==> src/rtl/rv32_timer.sv <==
`default_nettype none
// ============================================================================
//  Module      : rv32_timer
//  Description : Memory-mapped RISC-V machine timer. mtime is formed as the
//                execute-stage cycle count plus a software-adjustable offset;
//                mtimecmp is a plain register. Raises a registered, level
//                machine-timer interrupt while mtime >= mtimecmp.
//  Revision    : 1.0  initial release
// ============================================================================
module rv32_timer #(
    parameter logic [63:0] MTIMECMP_RESET = 64'hFFFF_FFFF_FFFF_FFFF
) (
    input  logic        clk,
    input  logic        reset,
    input  logic [63:0] cycle_in,
    input  logic [31:0] address_in,
    input  logic        sel_in,
    input  logic        read_in,
    input  logic [3:0]  write_mask_in,
    input  logic [31:0] write_value_in,
    output logic [31:0] read_value_out,
    output logic        ready_out,
    output logic        timer_interrupt_out
);

    // Register indices decoded from address_in[3:2]
    localparam logic [1:0] c_IDX_MTIME_LO = 2'd0;
    localparam logic [1:0] c_IDX_MTIME_HI = 2'd1;
    localparam logic [1:0] c_IDX_CMP_LO   = 2'd2;
    localparam logic [1:0] c_IDX_CMP_HI   = 2'd3;

    // Access FSM states
    localparam logic [0:0] S_IDLE = 1'b0;
    localparam logic [0:0] S_RESP = 1'b1;

    logic [0:0]  r_state;
    logic [63:0] r_offset;
    logic [63:0] r_mtimecmp;
    logic [31:0] r_mtime_hi_shadow;
    logic [31:0] r_read_value;
    logic        r_ready;
    logic        r_irq;

    logic [63:0] w_mtime;
    logic [1:0]  w_idx;
    logic [31:0] w_lane_mask;
    logic [31:0] w_old_word;
    logic [31:0] w_new_word;
    logic [31:0] w_read_word;
    logic [63:0] w_new_mtime;
    logic [63:0] w_new_cmp;
    logic        w_write_en;
    logic        w_unused_addr;

    // Only address bits [3:2] select a register; the rest are don't-care.
    assign w_unused_addr = ^{address_in[31:4], address_in[1:0]};

    assign w_mtime    = cycle_in + r_offset;
    assign w_idx      = address_in[3:2];
    assign w_write_en = |write_mask_in;

    // Expand the 4 byte enables into a 32-bit bit mask
    genvar g;
    generate
        for (g = 0; g < 4; g = g + 1) begin : g_lane
            assign w_lane_mask[8*g +: 8] = {8{write_mask_in[g]}};
        end
    endgenerate

    // Current contents of the addressed word, used as the merge base for writes
    always_comb begin
        w_old_word = 32'd0;
        case (w_idx)
            c_IDX_MTIME_LO: w_old_word = w_mtime[31:0];
            c_IDX_MTIME_HI: w_old_word = w_mtime[63:32];
            c_IDX_CMP_LO:   w_old_word = r_mtimecmp[31:0];
            c_IDX_CMP_HI:   w_old_word = r_mtimecmp[63:32];
            default:        w_old_word = 32'd0;
        endcase
    end

    assign w_new_word = (w_old_word & ~w_lane_mask) | (write_value_in & w_lane_mask);

    // Full 64-bit values after splicing the merged word into its half
    assign w_new_mtime = w_idx[0] ? {w_new_word, w_mtime[31:0]}
                                  : {w_mtime[63:32], w_new_word};
    assign w_new_cmp   = w_idx[0] ? {w_new_word, r_mtimecmp[31:0]}
                                  : {r_mtimecmp[63:32], w_new_word};

    // Read data mux; the high half of mtime comes from the shadow captured
    // by the preceding low-half read so a 64-bit read is carry-consistent.
    always_comb begin
        w_read_word = 32'd0;
        case (w_idx)
            c_IDX_MTIME_LO: w_read_word = w_mtime[31:0];
            c_IDX_MTIME_HI: w_read_word = r_mtime_hi_shadow;
            c_IDX_CMP_LO:   w_read_word = r_mtimecmp[31:0];
            c_IDX_CMP_HI:   w_read_word = r_mtimecmp[63:32];
            default:        w_read_word = 32'd0;
        endcase
    end

    // Bus access FSM: accept in IDLE, acknowledge for one cycle in RESP
    always_ff @(posedge clk or negedge reset) begin
        if (!reset) begin
            r_state           <= S_IDLE;
            r_offset          <= 64'd0;
            r_mtimecmp        <= MTIMECMP_RESET;
            r_mtime_hi_shadow <= 32'd0;
            r_read_value      <= 32'd0;
            r_ready           <= 1'b0;
        end else begin
            case (r_state)
                S_IDLE: begin
                    if (sel_in) begin
                        r_ready <= 1'b1;
                        r_state <= S_RESP;
                        if (read_in) begin
                            r_read_value <= w_read_word;
                            if (w_idx == c_IDX_MTIME_LO) begin
                                r_mtime_hi_shadow <= w_mtime[63:32];
                            end
                        end else begin
                            r_read_value <= 32'd0;
                            if (w_write_en) begin
                                if (w_idx[1]) begin
                                    r_mtimecmp <= w_new_cmp;
                                end else begin
                                    // Offset chosen so mtime equals the written
                                    // value at this edge and keeps counting.
                                    r_offset <= w_new_mtime - cycle_in;
                                end
                            end
                        end
                    end else begin
                        r_ready <= 1'b0;
                    end
                end
                S_RESP: begin
                    r_ready      <= 1'b0;
                    r_read_value <= 32'd0;
                    r_state      <= S_IDLE;
                end
                default: begin
                    r_ready      <= 1'b0;
                    r_read_value <= 32'd0;
                    r_state      <= S_IDLE;
                end
            endcase
        end
    end

    // Level interrupt: unsigned compare of this cycle's mtime and mtimecmp
    always_ff @(posedge clk or negedge reset) begin
        if (!reset) begin
            r_irq <= 1'b0;
        end else begin
            r_irq <= (w_mtime >= r_mtimecmp);
        end
    end

    assign read_value_out      = r_read_value;
    assign ready_out           = r_ready;
    assign timer_interrupt_out = r_irq;

endmodule
`default_nettype wire

==> config.mk <==
export PLATFORM = sky130hd
export DESIGN_NAME = rv32_timer
export DESIGN_NICKNAME = d
export VERILOG_FILES = /design/src/rtl/rv32_timer.sv
export SDC_FILE = /design/constraint.sdc
export NUM_CORES = 1
export LEC_CHECK = 0
export CORE_MARGIN = 8
export CORE_UTILIZATION = 55
export DETAILED_ROUTE_END_ITERATION = 8
export GPL_TIMING_DRIVEN = 0
export PLACE_DENSITY = 0.74
export SYNTH_ARGS = -nofsm -noshare
export SYNTH_HDL_FRONTEND = slang
export SYNTH_SLANG_ARGS = --single-unit
==> constraint.sdc <==
create_clock -name clk -period 6.7 [get_ports clk]
set_clock_uncertainty 0.2 [all_clocks]
set_input_delay 1.34 -clock clk [delete_from_list [all_inputs] [get_ports clk]]
set_output_delay 1.34 -clock clk [all_outputs]
set_load 0.02 [all_outputs]
======== Word level (Yosys, flattened, before mapping) ========
Cells that the tools add are included.
operators by class
  add/sub/neg operators ................... 2
  magnitude comparators ................... 1
  eq/ne operators ......................... 4
  multiplexer cells ....................... 8
  bitwise logic cells ..................... 8
  reductions and logical operators ........ 6
operator list
  operator                                              number
  case mux 32 bit (4 select lines)                      2
  adder 64 bit                                          1
  bitwise AND 32 bit                                    2
  greater-or-equal comparator 64 bit                    1
  2-to-1 mux 32 bit                                     2
  2-to-1 mux 64 bit                                     1
  case mux 32 bit (2 select lines)                      1
  subtractor 64 bit                                     1
  inverter 32 bit                                       1
  OR 32 bit                                             1
  AND reduction 6 bit                                   2
  AND reduction 5 bit                                   1
  equality test 2 bit (second input constant)           2
  inverter 1 bit                                        4
  AND reduction 4 bit                                   1
  OR reduction 4 bit                                    1
  equality test 2 x 1 -> 1 bit (second input constant)  1
  logical NOT 2 bit                                     1
  != test 2 bit (second input constant)                 1
  case mux 1 bit (2 select lines)                       1
  2-to-1 mux 1 bit                                      1
word-level totals
  register bits after elaboration ......... 194
  input bits .............................. 136
  output and inout bits ................... 34
  word-level logic and storage cells ...... 36

======== Longest topological paths before layout ========
Gate-level depths: netlist (run 1).
  depth after elaboration ................. 6
  mapped depth ............................ 26
  depth with buffers taken out ............ 26

======== Least setup slack after synthesis (run 1) ========
OpenSTA, ideal clock, no wires.
  path type ............................... input to register
  from .................................... input port cycle_in[6]
  to ...................................... register r_offset[60]
  setup time .............................. 0.131 ns
  arrival time ............................ 6.842 ns
  data required time ...................... 6.369 ns
  setup slack ............................. -0.474 ns
  stages on the path ...................... 22
  buffers on the path ..................... 0
  cell sequence ........................... ha_1 -> a211oi_2 -> o211ai_2 -> a41oi_4 -> o21ai_2 -> a211o_1 -> a31o_4 -> xor2_2 -> mux4_2 -> mux2_4 -> mux2_4 -> fa_1 -> a21oi_1 -> o21ai_0 -> a211oi_1 -> nor4_1 -> nor3_1 -> o21ai_1 -> a21oi_1 -> o31ai_1 -> and3_1 -> or3_1
between the ends
  cells in the longest elaborated chain, start to end .. 6
RTL lines
  element                           line  RTL
  start: declaration                15    input logic [63:0] cycle_in,
  adder 64 bit *                    58    assign w_mtime = cycle_in + r_offset;
  via w_mtime[33]                   44    logic [63:0] w_mtime;
  case mux 32 bit (4 select lines)  73    case (w_idx)
  bitwise AND 32 bit                82    assign w_new_word = (w_old_word & ~w_lane_mask) | (write_value_in & w_lane_mask);
  OR 32 bit                         82
  2-to-1 mux 64 bit *               85    assign w_new_mtime = w_idx[0] ? {w_new_word, w_mtime[31:0]}
  subtractor 64 bit *               131   r_offset <= w_new_mtime - cycle_in;
  end signal: assignment            131
  end: declaration                  37    logic [63:0] r_offset;
Mark *: on every way through the listed nets, which the timed path passes. The rest lies on a longest branch.
A chain may end at the register's enable or synchronous reset.

======== Worst setup path in the final report (run 1) ========
  from .................................... input port cycle_in[5]
  to ...................................... register r_offset[61]
Same word-level chain as after synthesis.

==> metrics.csv, run 1 <==
metric,value,unit
antenna cells,0,
routed len/inst,27.4,µm
sequential share of power,15.1,%
met1 WL,32400,µm
"commonest non-fill, non-tap cell in the layout",nand2_1,
Post-synth EDFFs,0,
Via density,6.82,
Vias,21673,
"Core Util, Final",70.8,%
Residual DRC,0,
initial antenna violation count,3,
hold_sp,read_value_out[28],
final wirelength,87100,µm
Iteration-0 DRC Markers,2631,
FF+latch area,4930,µm²
# Max-Cap Violations,0,
largest net degree at the start of global routing,105,
GP Congestion,1.10,
highest routed layer,met5,
vias in the first global route,20554,
Num Clock Sinks,194,
die area,41000,µm²
"Hold Vio Cnt, Final",0,
"Setup violations, final",26,
grt ovf,0,
Switching Share,52.7,%
TritonCTS Buffers,17,
DIE WIDTH,203,µm
TritonCTS clock tree,built,
Setup crit end kind,flip-flop,
placed instance count,3059,
Hold Buf Count CTS,0,
actual slew at the worst max-slew pin,1110,ps
Gate power share,76.7,%
Max Transition Viols Final,0,
Layout Cells excl Fill,3178,
critical path's most frequent cell,buf_4,
Clock Path Buffers,2,
syn avg cell area,7.76,µm²
synth warn,0,
most frequent cells in the layout,"348 x nand2_1, 209 x o21ai_0, 191 x inv_1, 186 x a21oi_1, 139 x ha_1",
sw power,7.12,mW
Pint,6.39,mW
data arrival time of the worst path,7190,ps
H-Tree Depth,4,
RSZ-0062 raised after global routing,true,
global-route wire length before repair,125000,µm
core area,34400,µm²
met3 wire len,11700,µm
Peak VDD IR,338,µV
Critical Path Max Stage Delay,480,ps
Critical Path RT,6870,ps
number of synthesized register bits,194,
"Distinct cells, synth",85,
global-route usage over all layers,39.9,%
CP startpoint,cycle_in[5],
Post-layout nets,3038,
period utilization,105,%
height of the die,203,µm
failing checks,setup timing,
origin of the critical flop-to-flop path,r_offset[6],
Synth Cell Area,19100,µm²
Initial Util,55.7,%
worst skew pair latency,480,ps
Critical Path Source Type,input port,
Root Buffer,clkbuf_16,
layout cells sized above 1,19.4,%
I/O pins,170,
Hold Path Class,flip-flop to flip-flop,
Peak Freq,143,MHz
async set or reset register ratio after synthesis,100,%
status,"finished, violations left",
WL met2,36500,µm
Multi-input gate area,14800,µm²
clock power share,8.2,%
Filler Cell Count,2673,
Detail Placement HPWL,64200,µm
critical path class,input port to flip-flop,
area grow syn2layout,27.2,%
clock transition at the registers of the reported paths,70,ps
Rows,68,
Routed Antenna Nets,0,
Final min period,7010,ps
Leakage,10.8,nW
Post-Synthesis Cells,2466,
Main synth FF type,dfrtp_1,
IO buf count,137,
Syn Nets,2794,
crit path max fanout,3,
Pwr per Cell Area,555,nW/µm²
post-synthesis sequential area ratio,25.8,%
post-route setup slack,-313,ps
First-pass DRT Iterations,8,
Slew headroom,26.1,%
critical path's slowest cell,mux4_2,
registers in the layout (all words and copies together) (netlist names):
| name | cells |
|---|---|
| r_offset | 64 |
| timer_interrupt_out | 1 |
| ready_out | 1 |
| read_value_out | 32 |
| r_mtime_hi_shadow | 32 |
| r_mtimecmp | 64 |
timing repair:
action	in CTS	in global routing
endpoints found under the hold margin	0	0
setup endpoints to repair	54	35
pin swaps	80	70
setup buffers	66	45
resized for setup	302	130
worst paths after layout:
| check | cells past startpoint | end | slack, ps |
|---|---|---|---|
| min reg2reg | 2 | read_value_out[28] | 260 |
| min | 2 | read_value_out[28] | 260 |
| max reg2reg | 26 | r_offset[61] | 200 |
| min in group asynchronous | 1 | r_offset[3] | 680 |
| max in group asynchronous | 2 | r_mtimecmp[54] | 4610 |
| max | 27 | r_offset[61] | -310 |
critical path, delay by kind of cell:
family | cells | cell delay, ps
AND/OR/NAND/NOR | 2 | 150
adder cells (fa/ha/maj) | 2 | 470
XOR/XNOR | 1 | 180
AO/OA/AOI/OAI | 14 | 3090
buffers and inverters | 5 | 830
multiplexers | 3 | 1090
power groups by stage:
stage          combinational (mW)  sequential [mW]  clock [mW]
2_1_floorplan                5.55             1.92           0
3_3_place_gp                 7.82             1.97           0
3_5_place_dp                 7.98             1.99           0
4_1_cts                      9.14             2.01        1.09
5_1_grt                      11.0             2.08        1.14
6_report                     10.4             2.05        1.11
layer usage:
metal  GRT usage (%)  vias up
met5            1.72        -
met4            25.0        6
met3            13.7      421
met2            58.9     1612
met1            49.4    10274
li1                -     9360
metrics by stage:
| stage | worst slack, ps | cell area [µm²] | setup TNS [ps] | hold slack (ps) | power (mW) |
|---|---|---|---|---|---|
| after floorplan | -11.4 | 19200 | -11.4 | 240 | 7.47 |
| after global placement | -4140 | 21100 | -722930 | 255 | 9.79 |
| after detailed placement | -2590 | 21100 | -91330 | 256 | 9.97 |
| after CTS | -98.5 | 23500 | -241 | 271 | 12.2 |
| after global routing | -392 | 24300 | -5490 | 293 | 14.2 |
| final | -313 | 24300 | -3670 | 263 | 13.5 |
Yosys cell counts (all sizes together) (6+ instances only):
library cell / count / area share (%)
nor3b: 6 / 0.24
inv: 197 / 3.9
nand2b: 20 / 0.65
o2111ai: 6 / 0.27
nand4: 52 / 1.7
and4: 7 / 0.32
o31a: 6 / 0.27
a211oi: 22 / 0.92
o211ai: 33 / 1.3
a31oi: 20 / 0.65
mux2i: 20 / 1.0
o22ai: 14 / 0.46
nor4: 7 / 0.23
and3: 15 / 0.49
clkbuf: 121 / 2.4
and2: 18 / 0.59
o31ai: 24 / 0.94
or3: 12 / 0.39
a22o: 20 / 0.92
mux4: 9 / 1.1
nor2b: 12 / 0.39
o21bai: 34 / 1.3
nand3: 41 / 1.1
ha: 190 / 12
a22oi: 14 / 0.55
o21a: 10 / 0.39
xnor2: 59 / 2.7
buf: 12 / 0.24
a32o: 12 / 0.63
mux2: 36 / 2.2
nor3: 30 / 0.78
a221o: 7 / 0.37
a21boi: 16 / 0.63
nor2: 114 / 2.2
o21ai: 250 / 6.6
nand2: 349 / 6.8
a211o: 6 / 0.27
dfstp: 64 / 8.8
a21o: 99 / 3.9
a21oi: 229 / 6.0
dfrtp: 130 / 17
xor2: 57 / 2.6
final cells by class:
| cell class | instances | share of cell area (%) |
|---|---|---|
| clock buffers | 21 | 1.93 |
| repair buffers | 248 | 9.32 |
| clock inverters | 11 | 0.519 |
| inverters | 199 | 3.10 |
| well taps | 455 | 2.34 |
| plain buffers | 110 | 1.82 |
| multi-input cells | 1940 | 60.7 |
| flip-flops and latches | 194 | 20.3 |
cell families (layout without fill, tap and decap cells):
group	after synthesis	in the layout	share of synthesized area (%)
AOI/OAI and AO/OA	872	872	28.9
xor gates and xnor gates	116	116	5.35
adders and majority gates	192	192	12.6
buffers and inverters	332	589	6.51
DFF	194	194	25.8
muxes	65	65	4.32
and+or+nand+nor	695	695	16.4
No activity file was read; power rests on OpenSTA's default activity.
==> run 2: changes to the inputs <==
--- a/config.mk
+++ b/config.mk
@@ -9,6 +9,7 @@
 export CORE_UTILIZATION = 55
 export DETAILED_ROUTE_END_ITERATION = 8
 export GPL_TIMING_DRIVEN = 0
+export MAX_ROUTING_LAYER = met4
 export PLACE_DENSITY = 0.74
 export SYNTH_ARGS = -nofsm -noshare
 export SYNTH_HDL_FRONTEND = slang
==> run 2 against run 1 <==
  * The flow still finishes with violations (setup timing)
  * Die area did not move
  * First-iteration DRC count up 0.95%
  * Core utilization increased by 0.31 points
  * Wire length increased by 1.3%
  * Power rose by 0.82%
  * Critical path depth decreased by 2
  * Critical path type unchanged
  * Largest power group unchanged
==> metrics.csv, run 2 (same netlist as run 1, synthesis figures left out) <==
metric,value,unit,change
Leakage,10.8,nW,-0.25%
"Setup violations, final",18,,-31%
Clock Path Buffers,2,,unchanged
routed len/inst,27.8,µm,+1.3%
Hold Buf Count CTS,0,,unchanged
Num Clock Sinks,194,,unchanged
status,"finished, violations left",,
post-layout total power,13.6,mW,+0.82%
First-pass DRT Iterations,9,,+1
TritonCTS Buffers,17,,unchanged
Slew headroom,21.6,%,-4.5 points
Final min period,6990,ps,-26.8 ps
area grow syn2layout,27.7,%,
grt ovf,0,,unchanged
final wirelength,88200,µm,+1.3%
Filler Cell Count,2729,,+2.1%
RSZ-0062 raised after global routing,true,,
actual slew at the worst max-slew pin,1180,ps,+67.9 ps
period utilization,104,%,-0.40 points
R2R Setup Slk,220,ps,+20 ps
CP startpoint,cycle_in[8],,
Post-layout nets,3031,,-0.23%
Iteration-0 DRC Markers,2656,,+0.95%
# Max-Cap Violations,0,,unchanged
Setup crit end kind,flip-flop,,
Root Buffer,clkbuf_16,,
CP endpoint,r_offset[61],,
most frequent cells in the layout,"346 x nand2_1, 206 x o21ai_0, 193 x inv_1, 187 x a21oi_1, 136 x ha_1",,
reg2reg end,r_offset[61],,
Reg2Reg Depth,24,,-7.7%
Critical Path Source Type,input port,,
Detail Placement HPWL,64600,µm,+0.56%
GP Congestion,1.08,,-1.9%
crit path max fanout,7,,+4
Via density,6.88,,+0.84%
Multi-input gate area,14900,µm²,+1.2%
layout cells sized above 1,19.5,%,+0.16 points
Rows,68,,unchanged
post-route setup slack,-286,ps,+26.8 ps
global-route wire length before repair,125000,µm,-0.68%
Residual DRC,0,,unchanged
critical path class,input port to flip-flop,,
Hold Path Class,flip-flop to flip-flop,,
Critical Path RT,6870,ps,about the same
Peak Freq,143,MHz,+0.38%
I/O pins,170,,unchanged
Max Transition Viols Final,0,,unchanged
die area,41000,µm²,unchanged
Peak VDD IR,308,µV,-8.9%
height of the die,203,µm,unchanged
global-route usage over all layers,40.8,%,+0.90 points
H-Tree Depth,4,,unchanged
"Hold Vio Cnt, Final",0,,unchanged
vias in the first global route,20317,,-1.2%
data arrival time of the worst path,7150,ps,-40 ps
Vias,21849,,+0.81%
largest net degree at the start of global routing,87,,-17%
FF+latch area,4930,µm²,unchanged
"commonest non-fill, non-tap cell in the layout",nand2_1,,
worst skew pair latency,470,ps,about the same
core area,34400,µm²,unchanged
origin of the critical flop-to-flop path,r_offset[1],,
dpl cell area,21200,µm²,+0.13%
Hold Worst Slack,281,ps,+17.6 ps
TritonCTS clock tree,built,,
clock transition at the registers of the reported paths,80,ps,about the same
initial antenna violation count,5,,+2
IO buf count,137,,unchanged
Finished Cell Area,24400,µm²,+0.44%
Pwr per Cell Area,558,nW/µm²,+0.38%
Initial Util,55.7,%,unchanged
Routed Antenna Nets,0,,unchanged
DIE WIDTH,203,µm,unchanged
biggest regs,"r_mtimecmp x64, r_offset x64",,
failing checks,setup timing,,
==> run 2: what timing repair did <==
| action | CTS | global route |
|---|---|---|
| setup endpoints to repair | 56 | 36 |
| resized for setup | 319 | 140 |
| setup buffers | 69 | 37 |
| pin swaps | 80 | 86 |
==> run 2: worst min-delay path by stage <==
| stage | from | to | slack [ps] | cells after the start |
|---|---|---|---|---|
| global route | r_mtime_hi_shadow[10] | r_mtime_hi_shadow[10] | 290 | 2 |
| detailed placement | read_value_out[30] | read_value_out[30] | 260 | 2 |
| global placement | read_value_out[28] | read_value_out[28] | 260 | 2 |
| CTS | read_value_out[28] | read_value_out[28] | 280 | 2 |
| finish | read_value_out[30] | read_value_out[30] | 280 | 2 |
| floorplan | r_mtime_hi_shadow[15] | r_mtime_hi_shadow[15] | 240 | 2 |
==> run 2: metal layers <==
metal / up-vias / track usage, % / part of all wire [%]
li1: 9333 / - / -
met4: 0 / 23.3 / 7.2
met3: 416 / 11.2 / 13
met5: - / - / 0
met2: 1677 / 59.7 / 43
met1: 10423 / 50.4 / 37
==> run 2: final cells by class <==
class,count,area share (%)
clock buffer,20,1.79
buffer,107,1.78
timing repair buffer,244,9.09
tap,455,2.33
inverter,199,3.09
clock inverter,12,0.507
multi-input combinational,1940,61.2
antenna,6,0.0614
sequential,194,20.2
==> run 2: through the flow <==
| stage | utilization [%] | setup TNS [ps] | instances | worst slack (ps) |
|---|---|---|---|---|
| floorplan | - | -11.4 | 2466 | -11.4 |
| global placement | 61.4 | -723830 | 3058 | -4110 |
| detailed placement | 61.6 | -100050 | 3060 | -2820 |
| CTS | 68.6 | -416 | 3143 | -156 |
| global route | 71.1 | -3600 | 3176 | -303 |
| finish | 71.1 | -2250 | 3177 | -286 |
==> run 2: power by group <==
| part | internal (mW) | total [mW] | switching (mW) |
|---|---|---|---|
| sequential | 1.68 | 2.05 | 0.372 |
| combinational | 4.19 | 10.5 | 6.32 |
| clock | 0.523 | 1.07 | 0.544 |
| total | 6.39 | 13.6 | 7.23 |
==> run 2: worst max-delay path, stage by stage <==
cell,delay [ps]
dlygate4sd2_1,280
ha_4,260
a21oi_2,210
o21ai_2,100
a41oi_4,250
o21ai_4,100
a211o_1,320
a31o_4,280
xor2_4,190
mux4_2,500
mux2_4,310
mux2_4,340
ha_4,270
buf_4,160
nand2_1,120
a211oi_4,60
nor4_2,320
o211ai_1,120
buf_4,160
a221oi_4,280
o31ai_4,130
a21o_1,220
a221o_1,340
a311o_1,380
o311ai_2,80
